[config.mk]
export PLATFORM = sky130hd
export DESIGN_NAME = fifo_rd_ptr_ctrl
export DESIGN_NICKNAME = d
export VERILOG_FILES = /design/src/rtl/fifo_pkg.sv /design/src/rtl/gray_ptr_sync.sv /design/src/rtl/fifo_rd_ptr_ctrl.sv
export SDC_FILE = /design/constraint.sdc
export NUM_CORES = 1
export LEC_CHECK = 0
export BUFFER_PORTS_ARGS = -buffer_cell sky130_fd_sc_hd__buf_2
export CAP_MARGIN = 30
export CORE_ASPECT_RATIO = 0.7
export CORE_MARGIN = 2
export CORE_UTILIZATION = 35
export DETAILED_ROUTE_END_ITERATION = 10
export PLACE_DENSITY = 0.62
export SYNTH_ARGS = -nofsm -noshare
export SYNTH_HDL_FRONTEND = slang
export SYNTH_SLANG_ARGS = --single-unit
[constraint.sdc]
create_clock -name rd_clk -period 2.38 [get_ports rd_clk]
set_clock_uncertainty 0.05 [all_clocks]
set_input_delay 0 -clock rd_clk [delete_from_list [all_inputs] [get_ports rd_clk]]
set_output_delay 0 -clock rd_clk [all_outputs]
set_load 0.01 [all_outputs]
[src/rtl/fifo_pkg.sv]
// fifo_pkg: pointer width and Gray/binary conversion helpers shared by both FIFO clock domains
package fifo_pkg;
  localparam int DEF_DEPTH = 8;
  function automatic int ptr_bits(input int depth);
    return $clog2(depth);
  endfunction
  typedef logic [ptr_bits(DEF_DEPTH):0] ptr_t;
  function automatic logic [31:0] bin2gray(input logic [31:0] b);
    return b ^ (b >> 1);
  endfunction
  function automatic logic [31:0] gray2bin(input logic [31:0] g);
    logic [31:0] b;
    b[31] = g[31];
    for (int i = 30; i >= 0; i--) b[i] = b[i+1] ^ g[i];
    return b;
  endfunction
endpackage

[src/rtl/gray_ptr_sync.sv]
// gray_ptr_sync: multi-flop synchroniser for a Gray-coded pointer crossing clock domains
module gray_ptr_sync #(
  parameter int W = 4,
  parameter int STAGES = 2
) (
  input  logic         clk,
  input  logic         rst_n,
  input  logic [W-1:0] d,
  output logic [W-1:0] q
);
  logic [STAGES-1:0][W-1:0] sync;
  always_ff @(posedge clk or negedge rst_n)
    if (!rst_n) sync <= '0;
    else sync <= {sync[STAGES-2:0], d};
  assign q = sync[STAGES-1];
endmodule

[src/rtl/fifo_rd_ptr_ctrl.sv]
// fifo_rd_ptr_ctrl: read-domain pointer, empty/almost-empty flags and read strobes for the async FIFO
module fifo_rd_ptr_ctrl
  import fifo_pkg::*;
#(
  parameter int DEPTH = 8,
  parameter int SYNC_STAGES = 2,
  parameter int AE_LEVEL = 2,
  localparam int PB = ptr_bits(DEPTH),
  localparam int W = PB + 1
) (
  input  logic         rd_clk,
  input  logic         rd_rst_n,
  input  logic         rd_en,
  input  logic [W-1:0] wr_ptr_gray,
  output logic [W-1:0] rd_ptr,
  output logic [W-1:0] rd_ptr_gray,
  output logic [W-1:0] wr_ptr_rdclk_gray,
  output logic [W-1:0] rd_level,
  output logic         EMPTY,
  output logic         ALMOST_EMPTY,
  output logic         rd_valid,
  output logic         underflow
);
  logic         rd_accept;
  logic [W-1:0] rd_ptr_next, rd_ptr_next_gray, wr_bin, level_next;
  gray_ptr_sync #(.W(W), .STAGES(SYNC_STAGES)) u_sync (
    .clk(rd_clk),
    .rst_n(rd_rst_n),
    .d(wr_ptr_gray),
    .q(wr_ptr_rdclk_gray)
  );
  assign rd_accept = rd_en & ~EMPTY;
  assign rd_ptr_next = rd_ptr + W'(rd_accept);
  assign rd_ptr_next_gray = W'(bin2gray(32'(rd_ptr_next)));
  assign wr_bin = W'(gray2bin(32'(wr_ptr_rdclk_gray)));
  assign level_next = wr_bin - rd_ptr_next;
  always_ff @(posedge rd_clk or negedge rd_rst_n)
    if (!rd_rst_n) begin
      rd_ptr       <= '0;
      rd_ptr_gray  <= '0;
      rd_level     <= '0;
      rd_valid     <= 1'b0;
      underflow    <= 1'b0;
      EMPTY        <= 1'b1;
      ALMOST_EMPTY <= 1'b1;
    end else begin
      rd_ptr       <= rd_ptr_next;
      rd_ptr_gray  <= rd_ptr_next_gray;
      rd_level     <= level_next;
      rd_valid     <= rd_accept;
      underflow    <= rd_en & EMPTY;
      EMPTY        <= rd_ptr_next_gray == wr_ptr_rdclk_gray;
      ALMOST_EMPTY <= int'(level_next) <= AE_LEVEL;
    end
endmodule
---- Word-level counts from Yosys, hierarchy flattened ----
Index checks and enable logic that the tools add are counted.
storage, ports and cells
  register bits after elaboration ......... 24
  input bits .............................. 7
cells by class
  $add $sub $neg .......................... 2
  magnitude comparators ................... 1
  equal/unequal tests ..................... 1
  bitwise operators ....................... 7
operators by type and width
  cell                                                                              count
  4-bit by 1-bit adder with 4-bit output                                            1
  4-bit equality test                                                               1
  4-bit by 2-bit less-or-equal comparator with 1-bit output, second input constant  1
  4-bit subtractor                                                                  1
  4-bit by 3-bit bitwise XOR with 4-bit output                                      1
  1-bit bitwise XOR                                                                 3
  1-bit bitwise AND                                                                 2
  1-bit NOT                                                                         1

---- Longest topological paths before layout ----
Gate-level depths: netlist of run 1.
  depth in word-level cells ............... 5
  depth in mapped cells ................... 8
  mapped depth without buffers ............ 8

---- By module ----
From an unflattened synthesis of run 1, not the netlist that was laid out.
second synthesis, totals
  cells, all modules ...................... 72
  area, all modules ....................... 978.4 sq um
modules (own cells, without submodules)
  module            instances  cells each  area an instance (sq um)  seq. area each (sq um)
  fifo_rd_ptr_ctrl  1          60          748.2                     377.9
  gray_ptr_sync     1          12          230.2                     200.2

---- Worst setup path before layout of run 1 ----
OpenSTA, ideal clock, no wires.
  kind .................................... reg-to-reg
  from .................................... register u_sync.sync (netlist bit u_sync.q[3])
  to ...................................... register ALMOST_EMPTY
  library setup time ...................... 0.077 ns
  arrival time ............................ 2.363 ns
  slack ................................... -0.111 ns
  stages on the path, launching flop included .. 9
  path buffers ............................ 0
  cell sequence ........................... dfrtp_1 -> xnor2_2 -> xor2_1 -> xor2_1 -> ha_1 -> fa_1 -> nor2_1 -> or4_1 -> o22ai_1
on the way
  cells in the longest elaborated chain, start to end .. 5
ends and longest elaborated chain
  what                                                           line                    source
  start: declaration                                             gray_ptr_sync.sv:11     logic [STAGES-1:0][W-1:0] sync;
  start signal: assignment                                       gray_ptr_sync.sv:14     else sync <= {sync[STAGES-2:0], d};
  1-bit bitwise XOR (3 in series)                                fifo_pkg.sv:14          for (int i = 30; i >= 0; i--) b[i] = b[i+1] ^ g[i];
  4-bit subtractor (*)                                           fifo_rd_ptr_ctrl.sv:36  assign level_next = wr_bin - rd_ptr_next;
  4-bit by 2-bit less-or-equal comparator with 1-bit output (*)  fifo_rd_ptr_ctrl.sv:53  ALMOST_EMPTY <= int'(level_next) <= AE_LEVEL;
  end signal: assignment                                         fifo_rd_ptr_ctrl.sv:45  ALMOST_EMPTY <= 1'b1;
  end signal: assignment                                         fifo_rd_ptr_ctrl.sv:53
  end: declaration                                               fifo_rd_ptr_ctrl.sv:20  output logic ALMOST_EMPTY,
Mark *: on every way between the ends. The rest lies on a longest branch, timed or not.

---- Final worst setup path of run 1 ----
Same ends and word-level chain as after synthesis.

==> run summary, run 1 <==
ROUTING
--------------------------------------------------------------------------------------
Number of DRC violations after detailed-routing iteration 0 .............           21
DRC violations left .....................................................            0
Pre-antenna DRT Iters ...................................................            2
Total wirelength of the detailed-routed design ..........................      1700 um
Number of nets still failing antenna checks after routing ...............            0
Routed len/inst .........................................................      11.6 um
Total via count in the routed design ....................................          615
Via density .............................................................         4.18

LOGIC SYNTHESIS
--------------------------------------------------------------------------------------
Share of the synthesized area in the top cell type ......................        53.7%
Cells taking the most area after synthesis .............................. dfrtp_1 (54%), xnor2_1 (9.0%), dfstp_2 (5.4%), ha_1 (5.1%), xor2_1 (4.5%)
Mux cell area share after synthesis .....................................        1.02%
Yosys reg bits ..........................................................           23
Post-synthesis sequential area ratio ....................................        59.1%
Xor/xnor cell area share of the yosys netlist ...........................        16.8%
Post-synthesis cell count ...............................................           72
Area fraction in and, or, nand and nor cells after synthesis ............        5.75%
Synthesized-area fraction occupied by ao, oa, aoi and oai cells .........        3.45%
Netlist area before placement ...........................................     978 um^2
Number of warnings issued by yosys ......................................            0
Synthesized area divided by synthesized cell count ......................    13.6 um^2
Cell type with the highest aggregate area in the netlist ................      dfrtp_1
Net count after synthesis ...............................................           84
Area share of fa/ha/maj cells after synthesis ...........................        8.18%
Largest family of logic cells by synthesized area ....................... XOR/XNOR gates
Synth cell types ........................................................           25

FLOORPLAN
--------------------------------------------------------------------------------------
Die Y-Extent ............................................................      48.2 um
Effective utilization at floorplan ......................................        38.3%
Die Area ................................................................ 0.00324 mm^2
Number of cell rows .....................................................           15
Num ports ...............................................................           27
Core area ............................................................... 0.00255 mm^2
Die Width ...............................................................      67.2 um

GLOBAL ROUTE
--------------------------------------------------------------------------------------
Wire length of the first global-routing pass ............................      2900 um
GRT Total Usage .........................................................        12.7%
Maximum number of pins on one net before global-route repair ............           24
Antenna violations before repair ........................................            0
Number of global-route vias before repair ...............................          649
Total global routing overflow ...........................................            0

PWR
--------------------------------------------------------------------------------------
Clock network fraction of total power ...................................        12.5%
Switch Pwr ..............................................................       673 uW
PnR Total Power .........................................................      1830 uW
Internal power summed over all cells ....................................      1160 uW
Max IR drop VDD .........................................................       623 uV
Power per Cell Area ..................................................... 1380 mW/mm^2
Proportion of power drawn by combinational gates ........................        54.8%
P_leak ..................................................................  0.000642 uW
Sequential cell fraction of total power .................................        32.7%
Switching share of power ................................................        36.7%

SETUP PATH
--------------------------------------------------------------------------------------
Crit path launch type ...................................................     register
Count of buffering cells on the critical path with inverters included ...            0
Setup crit end kind .....................................................     register
Cell family with the largest share of critical-path delay ...............  adder cells
Data required time of the worst path ....................................      2.52 ns
CP cell instances ....................................................... xnor2_2 -> xor2_2 -> xor2_1 -> ha_2 -> fa_1 -> nor2_1 -> or4_1 -> o22ai_2
Slack of the worst reg-to-reg path ......................................     -0.03 ns
Library cell contributing the largest single delay on the critical path .         fa_1
Slowest cell delay on critical path .....................................      0.51 ns
Critical path class ..................................................... register to register
Critical path depth .....................................................            8
Length in cells of the worst reg-to-reg path ............................            8
WP data arrival .........................................................      2.54 ns
CP Max Fanout ...........................................................            2

TIMING
--------------------------------------------------------------------------------------
Final number of hold-violating endpoints ................................            0
Worst slew slack as a fraction of its limit .............................        63.2%
Slew @ Worst Pin ........................................................     0.549 ns
Maximum clock frequency .................................................      416 MHz
Setup repair after global routing missed its margin .....................          yes
Final period util .......................................................         101%
Minimum clock period ....................................................      2.41 ns
Number of failing setup endpoints in the final timing report ............            1
Max-slew violation count ................................................            0
Final critical-path setup slack .........................................   -0.0262 ns

PLACED DESIGN
--------------------------------------------------------------------------------------
Worst-case setup slack after placement ..................................    -0.113 ns
Number of I/O port buffers ..............................................           26
Standard cell area after detailed placement ............................. 0.00119 mm^2
Gp weighted congestion ..................................................        0.747
Detailed-placement wirelength estimate ..................................      1230 um

CTS
--------------------------------------------------------------------------------------
Maximum count of clock buffers along a single path ......................            2
CTS Root Buffer Type ....................................................     clkbuf_8
Clock transition at the registers of the reported paths .................      0.07 ns
Clock sinks .............................................................           23
Clock tree from TritonCTS ...............................................        built
Clock Latency Late Sink .................................................      0.26 ns
Number of buffers inserted during clock tree synthesis ..................            3
Number of levels in the clock H-tree ....................................            1

OUTCOME
--------------------------------------------------------------------------------------
Violations in the final reports ......................................... setup timing
Result of the run ....................................................... finished with violations

FINISH
--------------------------------------------------------------------------------------
Fraction of final layout cells sized beyond drive strength 1 ............        43.4%
Layout area overhead ....................................................        35.4%
Layout Cell Area excl Fill .............................................. 0.00133 mm^2
Finished Core Util ......................................................        51.9%
Ant diodes ..............................................................            0
Post-layout net count ...................................................          126

WORST HOLD PATH
--------------------------------------------------------------------------------------
Path class of the lowest-slack min-delay path ........................... primary input to async pin

JOB
--------------------------------------------------------------------------------------
Max-cap viol count ......................................................            0

## power by group through the flow
stage | clock, uW | combinational [uW] | sequential (uW)
floorplan | 0 | 587 | 666
global placement | 0 | 947 | 604
detailed placement | 0 | 966 | 603
CTS | 244 | 1020 | 600
global route | 266 | 1130 | 615
finish | 230 | 1000 | 598
## final cells by class
cell class | instances | area, um^2
Sequential cell | 23 | 578
Inverter | 5 | 18.8
Multi-Input combinational cell | 39 | 375
Fill cell | 248 | 1230
Clock buffer | 4 | 45.0
Timing Repair Buffer | 42 | 265
Tap cell | 34 | 42.5
## state kept, by name (all words and copies together), names as in the netlist
| signal | cells |
|---|---|
| rd_level | 4 |
| rd_ptr | 4 |
| u_sync.q | 4 |
| u_sync.sync | 4 |
| rd_ptr_gray | 3 |
| ALMOST_EMPTY | 1 |
| EMPTY | 1 |
| rd_valid | 1 |
| underflow | 1 |
## cells in the mapped netlist
| library cell | instances |
|---|---|
| dfrtp_1 | 21 |
| xnor2_1 | 10 |
| nor2_1 | 2 |
| maj3_1 | 1 |
| nand3_1 | 1 |
| buf_4 | 5 |
| inv_1 | 5 |
| a21oi_1 | 1 |
| nor2_2 | 1 |
| nor2b_1 | 1 |
| xor2_2 | 1 |
| or4_1 | 1 |
| ha_1 | 4 |
| o22ai_1 | 1 |
| and2_1 | 2 |
| mux2i_1 | 1 |
| o211a_1 | 1 |
| xnor2_2 | 1 |
| fa_1 | 1 |
| o21ai_0 | 1 |
| dfstp_2 | 2 |
| xor2_1 | 5 |
| a21boi_0 | 1 |
| nor3_1 | 1 |
| and3_1 | 1 |
## what timing repair did
action | in CTS | in global routing
endpoints found under the setup margin | 1 | 1
endpoints found under the hold margin | 27 | 0
hold buffers | 6 | 0
pin swaps | 2 | 0
gates resized for setup | 2 | 0
buffers inserted | 3 | 0
## kinds of logic (layout without fill, tap and decap cells)
| group | Yosys count | count (layout) |
|---|---|---|
| XOR/XNOR | 17 | 17 |
| AO/OA/AOI/OAI | 5 | 5 |
| multiplexers | 1 | 1 |
| flip-flops | 23 | 23 |
| adder cells (fa/ha/maj) | 6 | 6 |
| buffers and inverters | 10 | 51 |
| AND/OR/NAND/NOR | 10 | 10 |
## path summary, 6_finish.rpt
kind                                startpoint             end
worst min register to register  u_sync.sync[0]     u_sync.q[0]
worst max register to register     u_sync.q[3]    ALMOST_EMPTY
min in group rd_clk             u_sync.sync[0]     u_sync.q[0]
max in group asynchronous             rd_rst_n    ALMOST_EMPTY
worst max-delay path               u_sync.q[3]    ALMOST_EMPTY
worst min-delay path                  rd_rst_n  rd_ptr_gray[1]
## stage by stage
step	instances	setup TNS (ns)	hold slack [ns]
floorplan	72	-0.0291	-0.346
global placement	134	0	-0.0512
detailed placement	134	-0.113	-0.0520
CTS	147	-0.0357	0.200
global route	147	-0.125	0.235
finish	147	-0.0262	0.183
## cells in the final DEF (no fill, tap or decap), types with 2 or more instances in the layout
master         count
dlygate4sd3_1      6
and2_1             2
dfstp_2            2
ha_2               2
xnor2_1           10
buf_2             26
clkbuf_8           3
xor2_1             4
dfrtp_1           21
inv_1              5
nor2_1             2
xor2_2             2
buf_4             10
## metal layers
layer,GRT usage (%),up-vias,share of wire (%)
met5,0,-,0
met4,2.45,0,0.35
met3,5.54,2,8.8
met2,20.0,22,42
met1,16.8,285,48
li1,-,306,-
No activity file was read; power rests on OpenSTA's default activity.
==> inputs of run 2 (changes only) <==
--- a/config.mk
+++ b/config.mk
@@ -8,7 +8,7 @@
 export BUFFER_PORTS_ARGS = -buffer_cell sky130_fd_sc_hd__buf_2
 export CAP_MARGIN = 30
 export CORE_ASPECT_RATIO = 0.7
-export CORE_MARGIN = 2
+export CORE_MARGIN = 4
 export CORE_UTILIZATION = 35
 export DETAILED_ROUTE_END_ITERATION = 10
 export PLACE_DENSITY = 0.62
==> run 2 against run 1 <==
Effect of this change: the run still ends with setup timing left; final cell count is 0.68% lower; critical endpoint unchanged; setup slack better by 0.0058 ns; cell area down 0.47%; highest routed layer unchanged; clock power increased by 2%; non-clock buffer count decreased by 1; critical path depth is the same; critical path type unchanged.
==> run summary, run 2 (synthesis gave the netlist of run 1 again) <==
PLACED DESIGN
--------------------------------------------------------------------------------------
Worst-case setup slack after placement ..................................   0.00425 ns   +0.117 ns
Number of I/O port buffers ..............................................           26   unchanged
Detailed-placement wirelength estimate ..................................      1370 um   +12%
Gp weighted congestion ..................................................        0.785   +5.1%
Cells after DPL .........................................................          136   +1.5%

SETUP PATH
--------------------------------------------------------------------------------------
Capture instance of the worst register-to-register path ................. ALMOST_EMPTY
Slack of the worst reg-to-reg path ......................................     -0.02 ns   about the same
Crit path launch ........................................................  u_sync.q[3]
CP Max Fanout ...........................................................            2   unchanged
Setup crit end kind .....................................................     register
Count of buffering cells on the critical path with inverters included ...            0   unchanged
Library cell contributing the largest single delay on the critical path .         fa_1
Worst flop-to-flop path startpoint ......................................  u_sync.q[3]
Cell family with the largest share of critical-path delay ...............  adder cells
WP data arrival .........................................................      2.54 ns   about the same
Data required time of the worst path ....................................      2.52 ns   about the same
CP cell instances ....................................................... xnor2_2 -> xor2_2 -> xor2_1 -> ha_2 -> fa_1 -> nor2_1 -> or4_1 -> o22ai_2
Crit path launch type ...................................................     register
Slowest cell delay on critical path .....................................      0.51 ns   about the same
Critical path class ..................................................... register to register
Length in cells of the worst reg-to-reg path ............................            8   unchanged

FINISH
--------------------------------------------------------------------------------------
Layout area overhead ....................................................        34.8%
Leading cell types in the layout, fill and taps excluded ................ buf_2 (26), dfrtp_1 (21), xnor2_1 (10)
Most common library cell in the layout ignoring fill and taps ...........        buf_2
Ant diodes ..............................................................            0   unchanged
Fraction of final layout cells sized beyond drive strength 1 ............        42.9%   -0.51 points
Post-layout net count ...................................................          125   -0.79%
Non-filler instance count after layout ..................................          146   -0.68%

ROUTING
--------------------------------------------------------------------------------------
DRC violations left .....................................................            0   unchanged
Pre-antenna DRT Iters ...................................................            4   +2
Total wirelength of the detailed-routed design ..........................      1810 um   +6.2%
Routed len/inst .........................................................      12.4 um   +7.0%
Number of DRC violations after detailed-routing iteration 0 .............           10   -52%
Number of nets still failing antenna checks after routing ...............            0   unchanged
Total via count in the routed design ....................................          630   +2.4%
Via density .............................................................         4.32   +3.1%

OUTCOME
--------------------------------------------------------------------------------------
Result of the run ....................................................... finished with violations
Violations in the final reports ......................................... setup timing

FLOORPLAN
--------------------------------------------------------------------------------------
Effective utilization at floorplan ......................................        38.1%   -0.28 points
Core area ............................................................... 0.00257 mm^2   +0.74%
Die Y-Extent ............................................................      52.2 um   +8.3%
Number of cell rows .....................................................           15   unchanged
Num ports ...............................................................           27   unchanged
Die Area ................................................................ 0.00372 mm^2   +15%
Die Width ...............................................................      71.2 um   +6.0%

CTS
--------------------------------------------------------------------------------------
Clock sinks .............................................................           23   unchanged
Number of levels in the clock H-tree ....................................            1   unchanged
Clock tree from TritonCTS ...............................................        built
Number of buffers inserted during clock tree synthesis ..................            3   unchanged
Clock transition at the registers of the reported paths .................      0.08 ns   about the same
CTS Root Buffer Type ....................................................     clkbuf_8
Maximum count of clock buffers along a single path ......................            2   unchanged
Clock Latency Late Sink .................................................      0.26 ns   about the same

TIMING
--------------------------------------------------------------------------------------
Number of failing setup endpoints in the final timing report ............            1   unchanged
Final period util .......................................................         101%   -0.24 points
Slew @ Worst Pin ........................................................     0.537 ns   -0.0121 ns
Maximum clock frequency .................................................      417 MHz   +0.24%
Minimum clock period ....................................................      2.40 ns   -0.00582 ns
Max-slew violation count ................................................            0   unchanged
Final critical-path setup slack .........................................   -0.0204 ns   +0.00582 ns
Setup repair after global routing missed its margin .....................          yes
Worst slew slack as a fraction of its limit .............................        64.0%   +0.81 points
Final number of hold-violating endpoints ................................            0   unchanged

JOB
--------------------------------------------------------------------------------------
Max-cap viol count ......................................................            0   unchanged

GLOBAL ROUTE
--------------------------------------------------------------------------------------
GRT Total Usage .........................................................        11.6%   -1.1 points
Maximum number of pins on one net before global-route repair ............           24   unchanged
Antenna violations before repair ........................................            0   unchanged
Number of global-route vias before repair ...............................          675   +4.0%
Wire length of the first global-routing pass ............................      3250 um   +12%
Total global routing overflow ...........................................            0   unchanged

PWR
--------------------------------------------------------------------------------------
Power per Cell Area ..................................................... 1420 mW/mm^2   +2.8%
P_leak ..................................................................  0.000639 uW   -0.43%
PnR Total Power .........................................................      1870 uW   +2.4%
Max IR drop VDD .........................................................       708 uV   +14%

WORST HOLD PATH
--------------------------------------------------------------------------------------
Path class of the lowest-slack min-delay path ........................... primary input to async pin

[run 2: cell types whose count changed in the layout (fill, tap and decap cells not counted), sizes merged]
cell	change
buf	-1
[run 2: routing by layer]
metal  part of all wire [%]  vias up  track usage [%]  wire length (um)
met4                   0.88        0             4.69                16
met3                    8.6        2             4.41               156
met1                     48      299             16.2               864
met2                     43       24             16.0               772
li1                       -      305                -                 -
met5                      0        -                0                 0
[run 2: what timing repair did]
action,in CTS,in global routing
pin swaps,0,2
buffers inserted,0,0
setup endpoints to repair,1,2
hold buffers,6,0
gates resized for setup,0,2
endpoints found under the hold margin,27,0
[run 2: metrics by stage]
step	instance area [um^2]	setup TNS, ns	util, %	hold WS [ns]
after global placement	1200	0	46.8	-0.0553
after floorplan	1000	-0.0291	-	-0.346
after global routing	1320	-0.153	51.3	0.231
after CTS	1310	-0.0464	50.9	0.211
after detailed placement	1200	0	46.8	-0.0507
final	1320	-0.0204	51.3	0.185
[run 2: worst max-delay path by stage]
stage                        end  slack [ns]  cells past startpoint
floorplan           ALMOST_EMPTY       -0.03                      8
global placement    ALMOST_EMPTY        0.05                      8
detailed placement  ALMOST_EMPTY       0.004                      8
CTS                 ALMOST_EMPTY       -0.05                      8
global route        ALMOST_EMPTY       -0.15                      8
finish              ALMOST_EMPTY       -0.02                      8
[run 2: cell type report]
cell class	instances	area, um^2
well taps	34	42.5
fillers	229	1250
clock buffers	4	45.0
inverters	5	18.8
flip-flops and latches	23	578
repair buffers	41	258
multi-input cells	39	377
[run 2: power breakdown]
group	total [uW]	leakage [uW]	internal [uW]	switching, uW
registers	599	0.000268	530	69.0
logic	1040	0.000348	524	516
clock network	235	0.0000228	119	116
total	1870	0.000639	1170	701
